## src/rtl/bist_pattern_ctrl_pkg.sv

```systemverilog
// -----------------------------------------------------------------------------
// bist_pkg
// Shared definitions for the BIST pattern controller:
//   - bist_state_e : controller FSM states (IDLE, RUN, DONE)
//   - MODE_EXH / MODE_LFSR : values of the mode input sampled with start
//   - bist_clog2   : ceiling log2 used to size the pattern counter
// Optional feature macro used by the block: BIST_PAUSE_EN.
// -----------------------------------------------------------------------------
package bist_pkg;

    typedef enum logic [1:0] {
        IDLE = 2'd0,
        RUN  = 2'd1,
        DONE = 2'd2
    } bist_state_e;

    localparam logic MODE_EXH  = 1'b0;
    localparam logic MODE_LFSR = 1'b1;

    // Ceiling log2; returns 0 for value <= 1.
    function automatic int bist_clog2(input int value);
        int result;
        int v;
        result = 0;
        v      = value - 1;
        while (v > 0) begin
            result = result + 1;
            v      = v >> 1;
        end
        return result;
    endfunction

endpackage

```

## src/rtl/bist_pattern_ctrl_if.sv

```systemverilog
// -----------------------------------------------------------------------------
// bist_pattern_ctrl_if
// Bundles the control, CUT and result signals of bist_pattern_ctrl.
//   start, mode      : run request and pattern mode from the test-control side
//   pat_out, resp_in : pattern to the CUT and its combinational response
//   busy, done, signature, pass : run status and result
//   pause            : run stall, present only when BIST_PAUSE_EN is defined
// Modports:
//   slave  - the controller itself
//   master - the test-control register / CUT side
// -----------------------------------------------------------------------------
interface bist_pattern_ctrl_if #(
    parameter int N_IN  = 5,
    parameter int N_OUT = 2,
    parameter int SIG_W = 16
) ();

    logic             start;
    logic             mode;
    logic [N_IN-1:0]  pat_out;
    logic [N_OUT-1:0] resp_in;
    logic             busy;
    logic             done;
    logic [SIG_W-1:0] signature;
    logic             pass;
`ifdef BIST_PAUSE_EN
    logic             pause;
`endif

    modport slave (
        input  start,
        input  mode,
        input  resp_in,
`ifdef BIST_PAUSE_EN
        input  pause,
`endif
        output pat_out,
        output busy,
        output done,
        output signature,
        output pass
    );

    modport master (
        output start,
        output mode,
        output resp_in,
`ifdef BIST_PAUSE_EN
        output pause,
`endif
        input  pat_out,
        input  busy,
        input  done,
        input  signature,
        input  pass
    );

endinterface

```

## src/rtl/bist_pattern_ctrl_misr.sv

```systemverilog
// -----------------------------------------------------------------------------
// bist_misr
// Multiple-input signature register: a Galois shift register with feedback
// mask MISR_POLY into which din is XORed every enabled cycle.
// Ports:
//   clk, rst_n : clock (rising edge) and asynchronous active-low reset
//   clr        : synchronous clear to zero (wins over en)
//   en         : fold din into the signature this cycle
//   din        : SIG_W-bit input word (already zero-extended by the caller)
//   sig        : current signature
// -----------------------------------------------------------------------------
module bist_misr #(
    parameter int               SIG_W     = 16,
    parameter logic [SIG_W-1:0] MISR_POLY = 16'h002D
) (
    input  logic             clk,
    input  logic             rst_n,
    input  logic             clr,
    input  logic             en,
    input  logic [SIG_W-1:0] din,
    output logic [SIG_W-1:0] sig
);

    logic [SIG_W-1:0] sig_q;
    logic [SIG_W-1:0] sig_d;

    always_comb begin
        sig_d = sig_q;
        if (clr) begin
            sig_d = '0;
        end else if (en) begin
            sig_d = {sig_q[SIG_W-2:0], 1'b0}
                  ^ (sig_q[SIG_W-1] ? MISR_POLY : '0)
                  ^ din;
        end
    end

    always_ff @(posedge clk or negedge rst_n) begin
        if (!rst_n) begin
            sig_q <= '0;
        end else begin
            sig_q <= sig_d;
        end
    end

    assign sig = sig_q;

endmodule

```

## src/rtl/bist_pattern_ctrl.sv

```systemverilog
// -----------------------------------------------------------------------------
// bist_pattern_ctrl
// On-chip pattern generator and response compactor for combinational CUTs.
// A start pulse (from IDLE or DONE) launches a run of PAT_CNT patterns, either
// an exhaustive binary count from 0 or a Galois LFSR sequence seeded with
// all-ones. Each RUN cycle the CUT response is folded into a MISR; on the last
// pattern the controller enters DONE and registers pass = (signature == GOLDEN).
// Ports:
//   clk, rst_n : clock (rising edge) and asynchronous active-low reset
//   bus        : bist_pattern_ctrl_if.slave (start, mode, resp_in, [pause],
//                pat_out, busy, done, signature, pass)
// Optional feature: define BIST_PAUSE_EN to add bus.pause, which stalls the
// pattern, counter and signature while high during RUN.
// -----------------------------------------------------------------------------
module bist_pattern_ctrl
    import bist_pkg::*;
#(
    parameter int               N_IN      = 5,
    parameter int               N_OUT     = 2,
    parameter int               SIG_W     = 16,
    parameter int               PAT_CNT   = 32,
    parameter logic [N_IN-1:0]  LFSR_POLY = 5'b00101,
    parameter logic [SIG_W-1:0] MISR_POLY = 16'h002D,
    parameter logic [SIG_W-1:0] GOLDEN    = 16'h0000
) (
    input  logic                 clk,
    input  logic                 rst_n,
    bist_pattern_ctrl_if.slave   bus
);

    localparam int CNT_W = bist_clog2(PAT_CNT) + 1;
    localparam logic [CNT_W-1:0] LAST_CNT = CNT_W'(PAT_CNT - 1);

    bist_state_e      state_q, state_d;
    logic [N_IN-1:0]  pat_q,   pat_d;
    logic [CNT_W-1:0] count_q, count_d;
    logic             mode_q,  mode_d;
    logic             busy_q,  busy_d;
    logic             done_q,  done_d;
    logic             pass_q,  pass_d;

    logic             run_adv;
    logic             misr_clr;
    logic [N_IN-1:0]  pat_step;
    logic [SIG_W-1:0] resp_ext;
    logic [SIG_W-1:0] sig;
    logic [SIG_W-1:0] sig_step;

    assign resp_ext = SIG_W'(bus.resp_in);

`ifdef BIST_PAUSE_EN
    assign run_adv = (state_q == RUN) && !bus.pause;
`else
    assign run_adv = (state_q == RUN);
`endif

    // Next pattern in the sequence selected at start.
    always_comb begin
        if (mode_q == MODE_LFSR) begin
            pat_step = {pat_q[N_IN-2:0], 1'b0} ^ (pat_q[N_IN-1] ? LFSR_POLY : '0);
        end else begin
            pat_step = pat_q + N_IN'(1);
        end
    end

    // The value the MISR loads on this edge; pass must compare against it
    // because pass is registered on the same edge that enters DONE.
    assign sig_step = {sig[SIG_W-2:0], 1'b0}
                    ^ (sig[SIG_W-1] ? MISR_POLY : '0)
                    ^ resp_ext;

    always_comb begin
        state_d  = state_q;
        pat_d    = pat_q;
        count_d  = count_q;
        mode_d   = mode_q;
        busy_d   = busy_q;
        done_d   = done_q;
        pass_d   = pass_q;
        misr_clr = 1'b0;

        case (state_q)
            IDLE, DONE: begin
                if (bus.start) begin
                    state_d  = RUN;
                    mode_d   = bus.mode;
                    count_d  = '0;
                    pat_d    = (bus.mode == MODE_LFSR) ? '1 : '0;
                    busy_d   = 1'b1;
                    done_d   = 1'b0;
                    pass_d   = 1'b0;
                    misr_clr = 1'b1;
                end
            end
            RUN: begin
                if (run_adv) begin
                    count_d = count_q + CNT_W'(1);
                    if (count_q == LAST_CNT) begin
                        // Last pattern: pat_out keeps showing it in DONE.
                        state_d = DONE;
                        busy_d  = 1'b0;
                        done_d  = 1'b1;
                        pass_d  = (sig_step == GOLDEN);
                    end else begin
                        pat_d = pat_step;
                    end
                end
            end
            default: begin
                state_d = IDLE;
                busy_d  = 1'b0;
                done_d  = 1'b0;
                pass_d  = 1'b0;
            end
        endcase
    end

    always_ff @(posedge clk or negedge rst_n) begin
        if (!rst_n) begin
            state_q <= IDLE;
            pat_q   <= '0;
            count_q <= '0;
            mode_q  <= MODE_EXH;
            busy_q  <= 1'b0;
            done_q  <= 1'b0;
            pass_q  <= 1'b0;
        end else begin
            state_q <= state_d;
            pat_q   <= pat_d;
            count_q <= count_d;
            mode_q  <= mode_d;
            busy_q  <= busy_d;
            done_q  <= done_d;
            pass_q  <= pass_d;
        end
    end

    bist_misr #(
        .SIG_W     (SIG_W),
        .MISR_POLY (MISR_POLY)
    ) u_misr (
        .clk   (clk),
        .rst_n (rst_n),
        .clr   (misr_clr),
        .en    (run_adv),
        .din   (resp_ext),
        .sig   (sig)
    );

    assign bus.pat_out   = pat_q;
    assign bus.busy      = busy_q;
    assign bus.done      = done_q;
    assign bus.signature = sig;
    assign bus.pass      = pass_q;

endmodule

```

## src/flat_wrapper.sv

```systemverilog
// flat-port wrapper written by rule: the top's interface ports become plain ports
module bist_pattern_ctrl_flat import bist_pkg::*;
#(
    parameter int               N_IN      = 5,
    parameter int               N_OUT     = 2,
    parameter int               SIG_W     = 16,
    parameter int               PAT_CNT   = 32,
    parameter logic [N_IN-1:0]  LFSR_POLY = 5'b00101,
    parameter logic [SIG_W-1:0] MISR_POLY = 16'h002D,
    parameter logic [SIG_W-1:0] GOLDEN    = 16'h0000
)
  (clk, rst_n, bus_start, bus_mode, bus_resp_in, bus_pat_out, bus_busy, bus_done, bus_signature, bus_pass);
  bist_pattern_ctrl_if #(.N_IN(N_IN), .N_OUT(N_OUT), .SIG_W(SIG_W)) bus_i ();
  input  logic clk;
  input  logic rst_n;
  input wire logic [$bits(bus_i.start)-1:0] bus_start;
  input wire logic [$bits(bus_i.mode)-1:0] bus_mode;
  input wire logic [$bits(bus_i.resp_in)-1:0] bus_resp_in;
  output wire logic [$bits(bus_i.pat_out)-1:0] bus_pat_out;
  output wire logic [$bits(bus_i.busy)-1:0] bus_busy;
  output wire logic [$bits(bus_i.done)-1:0] bus_done;
  output wire logic [$bits(bus_i.signature)-1:0] bus_signature;
  output wire logic [$bits(bus_i.pass)-1:0] bus_pass;
  assign bus_i.start = bus_start;
  assign bus_i.mode = bus_mode;
  assign bus_i.resp_in = bus_resp_in;
  assign bus_pat_out = bus_i.pat_out;
  assign bus_busy = bus_i.busy;
  assign bus_done = bus_i.done;
  assign bus_signature = bus_i.signature;
  assign bus_pass = bus_i.pass;
  bist_pattern_ctrl #(.N_IN(N_IN), .N_OUT(N_OUT), .SIG_W(SIG_W), .PAT_CNT(PAT_CNT), .LFSR_POLY(LFSR_POLY), .MISR_POLY(MISR_POLY), .GOLDEN(GOLDEN)) u_core (.clk(clk), .rst_n(rst_n), .bus(bus_i));
endmodule
```

## config.mk

```make
export PLATFORM = sky130hd
export DESIGN_NAME = bist_pattern_ctrl_flat
export DESIGN_NICKNAME = d
export VERILOG_FILES = /design/src/rtl/bist_pattern_ctrl_pkg.sv /design/src/rtl/bist_pattern_ctrl_if.sv /design/src/rtl/bist_pattern_ctrl_misr.sv /design/src/rtl/bist_pattern_ctrl.sv /design/src/flat_wrapper.sv
export SDC_FILE = /design/constraint.sdc
export NUM_CORES = 1
export LEC_CHECK = 0
export ABC_AREA = 0
export CORE_MARGIN = 3
export CORE_UTILIZATION = 50
export DETAILED_ROUTE_END_ITERATION = 8
export GPL_TIMING_DRIVEN = 0
export PLACE_DENSITY = 0.85
export SLEW_MARGIN = 20
export SYNTH_ARGS = -nofsm -noshare
export SYNTH_HDL_FRONTEND = slang
export SYNTH_SLANG_ARGS = --single-unit
```

## constraint.sdc

```tcl
create_clock -name clk -period 2 [get_ports clk]
set_input_delay 0.3 -clock clk [delete_from_list [all_inputs] [get_ports clk]]
set_output_delay 0.3 -clock clk [all_outputs]
set_load 0.05 [all_outputs]
```

==> summary.md, run 1 <==
| Metric | Value |
|---|---|
| # setup viols final | 0 |
| Net Count, Synth | 145 |
| Crit path required time | 1700 ps |
| Synth area leader | dfrtp_1 |
| Initial Util | 53.3% |
| Register bit count reported by yosys | 32 |
| Setup bufs post-CTS | 0 |
| Peak supply drop | 1080 uV |
| CP top delay family | buffers and inverters |
| Boundary Pins | 30 |
| CP startpoint kind | flip-flop |
| Final wirelength | 3320 um |
| Crit Reg-Reg Endpoint | u_core.bus.pat_out[3] |
| HP Class | input pin to async pin |
| Die H | 60.7 um |
| Drt drc | 0 |
| Synth unique cells | 40 |
| Seq. cell area | 801 um2 |
| Register area share after synthesis | 53.6% |
| CTS tree | done |
| Port bufs | 29 |
| Fin nets | 181 |
| Ant diodes | 0 |
| Crit path cell chain | clkdlybuf4s50_1 |
| Share of post-route cells with drive strength above 1 | 10.9% |
| Setup TNS | 0 ps |
| Worst r2r path cells | 5 |
| Max-Cap Viols | 0 |
| CTS resizes | 0 |
| Synth top area cells | dfrtp_1, a22o_1, o21ai_0 |
| Mapped cell area | 1500 um2 |
| Worst setup path endpoint | bus_pat_out[0] |
| Slack of the critical path | 50.8 ps |
| Fin area | 1880 um2 |
| Worst slack, placed | 115 ps |
| Crit path capture type | output pin |
| Area Growth Syn to Fin | 25.6% |
| Worst-Skew Late Latency | 330 ps |
| GRT Overall Usage | 20.7% |
| # rows | 19 |
| Synth top area share | 53.6% |
| Unrepaired setup endpoints after global routing | no |
| LEAKAGE | 0.803 nW |
| Mapped Cells | 137 |
| PwrDens | 1910 nW/um2 |
| Num CTS Buffers | 5 |
| Max Slew Vio Count | 0 |
| Max Root-Sink Buffers | 2 |
| Vias in the first global route | 1244 |
| Clock sinks | 32 |
| Final antenna-violating net count | 0 |
| Largest net degree at the start of global routing | 33 |
| Core ar. | 2810 um2 |
| Worst hold slack | 1.13 ps |
| Multi-input gate area | 642 um2 |
| Placed cell area | 1820 um2 |
| CTS Hold Bufs | 0 |
| Crit-path max FO | 7 |
| DP HPWL | 2370 um |
| Die width | 60.7 um |
| Drt wl/cell | 16.2 um |
| Relative slew slack | 53.7% |
| Max frequency | 513 MHz |
| Vias per cell | 5.97 |
| CP bufs+invs | 1 |
| Period utilisation layout | 97.5% |
| Worst path arrival time | 1650 ps |
| Die ar. | 3680 um2 |
| First-pass GRT wire length | 5580 um |
| Remaining Overflow, GRT | 0 |
| CP peak stage delay | 840 ps |
| Reg-to-Reg Start | u_core.count_q[0] |
| Vias | 1223 |
| Crit path time final | 1950 ps |
| Status | finished clean |
| Kind of critical path | flip-flop to output pin |
| Filler instances | 228 |
| Worst path slowest cell | clkdlybuf4s50_1 |
| H-tree depth | 2 |
| Final Hold Vio Count | 0 |
| Setup crit start | u_core.bus.pat_out[0] |
| Gpl congestion | 0.877 |
| Number of DRC markers in iteration 0 | 53 |
| Worst slew pin tran | 694 ps |
| Clock Pin Slew Worst Setup and Hold Paths | 100 ps |
| Synthesis Warnings | 0 |
| Root Driver | clkbuf_4 |
| Fin util | 66.9% |
| Fin Clk Skew | 9.94 ps |
| Critical Path Stages | 1 |
| Post-synthesis average cell area | 10.9 um2 |
| Flop2flop setup slack | 410 ps |
| First drt pass iteration count | 4 |
| Initial antenna violation count | 0 |
==> worst min path at each step <==
stage / slack, ps / depth (start not counted) / startpoint / end
after floorplan: 4 / 0 / rst_n / u_core.bus.busy
after global placement: 470 / 1 / u_core.count_q[5] / u_core.count_q[5]
after detailed placement: 390 / 1 / rst_n / u_core.bus.pat_out[1]
after CTS: 20 / 1 / rst_n / u_core.bus.pat_out[1]
after global routing: 30 / 1 / rst_n / u_core.bus.pat_out[2]
final: 1 / 1 / rst_n / u_core.bus.pat_out[2]
==> layout make-up <==
class                           count  area share (%)
Buffer                              7            2.40
Clock buffer                        8            3.13
Inverter                            2           0.400
Multi-Input combinational cell     96            34.2
Sequential cell                    32            42.6
Tap cell                           31            2.07
Timing Repair Buffer               29            15.2
==> power by group <==
group / internal, W / leakage, nW / total (W) / switching, W
combinational: 0.000772 / 0.374 / 0.00198 / 0.00121
clock: 0.000173 / 0.0326 / 0.000383 / 0.000209
sequential: 0.000913 / 0.397 / 0.00123 / 0.000314
total: 0.00186 / 0.803 / 0.00359 / 0.00173
==> worst reg2reg max path, cell delays in order (launching register included) <==
cell	delay, ps
dfrtp_1	420
ha_1	250
and4b_1	220
and2_2	240
o21ai_4	190
o221a_2	220
==> placed cells by master (no fill, tap or decap), drive strengths merged, types with 2 or more instances in the layout <==
cell type and count:
o21ai 12, dfrtp 32, nor3 2, o21a 2, a22o 16, nand2b 2, nand2 13, a21oi 6
inv 2, nor2b 2, clkbuf 10, nand3 4, xnor2 4, buf 6, ha 2, nor4 2
xor2 3, nor2 7, clkdlybuf4s50 28, nand4 5
==> layer usage <==
layer | vias up | global-route usage [%] | wire length [um]
met1 | 603 | 24.8 | 1410
met5 | - | 0 | 0
met2 | 32 | 36.0 | 1690
li1 | 581 | - | -
met3 | 7 | 4.68 | 175
met4 | 0 | 8.36 | 49
==> synth_stat cells (all sizes together) <==
| master | count |
|---|---|
| or4 | 1 |
| nor4 | 2 |
| nand4b | 1 |
| inv | 2 |
| o21ai | 12 |
| o221a | 1 |
| a211oi | 1 |
| nand2b | 2 |
| dfrtp | 32 |
| and2 | 1 |
| o32ai | 1 |
| and4b | 1 |
| a22o | 16 |
| nand3 | 4 |
| o211ai | 1 |
| nand3b | 1 |
| nor2b | 2 |
| nor3 | 2 |
| a31oi | 1 |
| ha | 2 |
| xnor2 | 4 |
| nand2 | 13 |
| nand4 | 5 |
| clkbuf | 2 |
| o31ai | 1 |
| a21oi | 6 |
| mux2i | 1 |
| o41ai | 1 |
| buf | 5 |
| xor2 | 3 |
| o22ai | 1 |
| nor2 | 7 |
| o21a | 2 |
==> cell families (layout without fill, tap and decap cells) <==
kind of cell / count (synthesis) / count (layout) / synth area share [%]
adder cells (fa/ha/maj): 2 / 2 / 1.67
AO/OA/AOI/OAI: 44 / 44 / 21.8
multiplexers: 1 / 1 / 0.669
AND/OR/NAND/NOR: 42 / 42 / 14.7
flip-flops: 32 / 32 / 53.6
XOR/XNOR: 7 / 7 / 4.10
buffers and inverters: 9 / 46 / 3.51
==> sequential cells by signal, indices dropped and copies added (netlist names) <==
register,count
u_core.u_misr.sig,16
u_core.count_q,6
u_core.bus.pat_out,5
u_core.state_q,2
u_core.bus.busy,1
u_core.bus.pass,1
u_core.mode_q,1
==> stage by stage <==
stage | power [W] | cells
finish | 0.00359 | 205
global route | 0.00380 | 205
CTS | 0.00361 | 205
detailed placement | 0.00322 | 197
global placement | 0.00315 | 197
floorplan | 0.00257 | 137
Power figures use the tool's default switching activity.
==> run 2, diff against run 1 <==
CORE_ASPECT_RATIO = 0.8   (was unset)
CORE_MARGIN = unset   (was 3)
SLEW_MARGIN = unset   (was 20)
==> summary.md, run 2 (synthesized netlist as in run 1, its figures left out) <==
| Metric | Value |
|---|---|
| Status | finished clean (unchanged) |
| Worst setup path endpoint | bus_pat_out[3] (was bus_pat_out[0]) |
| Core ar. | 2810 um2 (about the same) |
| Unrepaired setup endpoints after global routing | no (unchanged) |
| Peak supply drop | 1180 uV (was 1080 uV) |
| Clock Pin Slew Worst Setup and Hold Paths | 60 ps (was 100 ps) |
| Worst path slowest cell | clkdlybuf4s50_1 (unchanged) |
| M1 GR Usage | 30.4% (was 24.8%) |
| Fin area | 1920 um2 (was 1880 um2) |
| # placed instances | 204 (was 197) |
| CTS resizes | 0 (unchanged) |
| # rows | 17 (was 19) |
| Worst slew pin tran | 693 ps (was 694 ps) |
| Vias | 1254 (was 1223) |
| Crit path capture type | output pin (unchanged) |
| Drt drc | 0 (unchanged) |
| Final wirelength | 3330 um (was 3320 um) |
| Vias per cell | 5.92 (was 5.97) |
| Drt wl/cell | 15.7 um (was 16.2 um) |
| CP top delay family | buffers and inverters (unchanged) |
| PwrDens | 1940 nW/um2 (was 1910 nW/um2) |
| Clock sinks | 32 (unchanged) |
| Worst-Skew Late Latency | 280 ps (was 330 ps) |
| Reg-to-Reg Start | u_core.count_q[0] (unchanged) |
| Commonest non-fill, non-tap cells in the layout | dfrtp_1, clkdlybuf4s50_1, a22o_1 (unchanged) |
| Boundary Pins | 30 (unchanged) |
| Crit path time final | 1880 ps (was 1950 ps) |
| Crit path cell chain | clkdlybuf4s50_1 (unchanged) |
| Top Usage Layer GRT | met2 (unchanged) |
| M2 GR Usage | 36.6% (was 36.0%) |
| Area Growth Syn to Fin | 28.3% (was 25.6%) |
| Setup TNS | 0 ps (unchanged) |
| Share of post-route cells with drive strength above 1 | 10.9% (unchanged) |
| Crit-path max FO | 7 (unchanged) |
| Filler instances | 216 (was 228) |
| Relative slew slack | 53.8% (was 53.7%) |
| Kind of critical path | flip-flop to output pin (unchanged) |
| Max-Cap Viols | 0 (unchanged) |
| Port bufs | 29 (unchanged) |
| Crit path required time | 1700 ps (about the same) |
| Worst r2r path cells | 5 (unchanged) |
| Max Root-Sink Buffers | 2 (unchanged) |
| CTS Hold Bufs | 0 (unchanged) |
| Gpl congestion | 0.820 (was 0.877) |
| HP Class | input pin to async pin (unchanged) |
| CP peak stage delay | 840 ps (about the same) |
| Initial antenna violation count | 0 (unchanged) |
| Fin nets | 181 (unchanged) |
| Overall power | 0.00372 W (was 0.00359 W) |
| DP HPWL | 2280 um (was 2370 um) |
| Fin util | 68.3% (was 66.9%) |
| Crit Reg-Reg Endpoint | u_core.bus.pat_out[4] (was u_core.bus.pat_out[3]) |
| Largest net degree at the start of global routing | 33 (unchanged) |
| Ant diodes | 0 (unchanged) |
| Placed cell area | 1830 um2 (was 1820 um2) |
| Final antenna-violating net count | 0 (unchanged) |
| Max Slew Vio Count | 0 (unchanged) |
| First-pass GRT wire length | 5510 um (was 5580 um) |
| First drt pass iteration count | 4 (unchanged) |
| Die ar. | 3210 um2 (was 3680 um2) |
| Max frequency | 533 MHz (was 513 MHz) |
| Met3 Use GR | 6.92% (was 4.68%) |
| H-tree depth | 2 (unchanged) |
| Critical Path Stages | 1 (unchanged) |
| Max reg flops | 16 (unchanged) |
| Final Hold Vio Count | 0 (unchanged) |
| CP bufs+invs | 1 (unchanged) |
| Die H | 50.9 um (was 60.7 um) |
| Period utilisation layout | 93.8% (was 97.5%) |
| Initial Util | 53.3% (about the same) |
| Setup bufs post-CTS | 0 (unchanged) |
| Flop2flop setup slack | 380 ps (was 410 ps) |
| Commonest non-fill, non-tap cell in the layout | dfrtp_1 (unchanged) |
| CTS tree | done (unchanged) |
| Root Driver | clkbuf_8 (was clkbuf_4) |
| GRT Overall Usage | 23.8% (was 20.7%) |
| Setup crit start | u_core.bus.pat_out[3] (was u_core.bus.pat_out[0]) |
| Num CTS Buffers | 5 (unchanged) |
| Number of DRC markers in iteration 0 | 55 (was 53) |
| Worst path arrival time | 1580 ps (was 1650 ps) |
| Fin Clk Skew | 3.34 ps (was 9.94 ps) |
| LEAKAGE | 0.816 nW (was 0.803 nW) |
| Final non-filler cell total | 212 (was 205) |
| CP startpoint kind | flip-flop (unchanged) |
| Vias in the first global route | 1162 (was 1244) |
| Die width | 63.1 um (was 60.7 um) |
| # setup viols final | 0 (unchanged) |
| Remaining Overflow, GRT | 0 (unchanged) |
## run 2: changes by cell type in the layout (fill, tap and decap cells not counted)
cell,previous run,this run
clkbuf_4,5,0
clkbuf_8,1,6
## run 2: through the flow
stage	setup WS (ps)	hold WS, ps
2_1_floorplan	391	4.41
3_3_place_gp	69.0	467
3_5_place_dp	41.0	480
4_1_cts	130	491
5_1_grt	77.2	107
6_report	123	58.4
## run 2: worst min-delay path by stage
stage,from,to,slack [ps],cells after the start
2_1_floorplan,rst_n,u_core.bus.busy,4,0
3_3_place_gp,u_core.count_q[5],u_core.count_q[5],470,1
3_5_place_dp,u_core.count_q[5],u_core.count_q[5],480,1
4_1_cts,u_core.count_q[5],u_core.count_q[5],490,1
5_1_grt,rst_n,u_core.bus.pat_out[4],110,1
6_report,rst_n,u_core.u_misr.sig[5],60,1
## run 2: area by class of cell
cell class                 instances  area (um2)  area share, %
tap                               38        47.5           2.48
sequential                        32         801           41.7
buffer                             7        45.0           2.35
inverter                           2        7.51          0.391
timing repair buffer              29         285           14.9
clock buffer                       8        90.1           4.70
multi-input combinational         96         642           33.5
## run 2: layer usage
layer / vias up / wire, um
li1: 579 / -
met3: 4 / 168
met1: 636 / 1500
met4: 0 / 44
met2: 35 / 1610
met5: - / 0
## run 2: where the power goes
part | leakage, nW | internal, W | switching [W] | total [W]
Combinational | 0.374 | 0.000772 | 0.00121 | 0.00199
Clock | 0.0455 | 0.000280 | 0.000226 | 0.000506
Sequential | 0.397 | 0.000916 | 0.000313 | 0.00123
Total | 0.816 | 0.00197 | 0.00175 | 0.00372
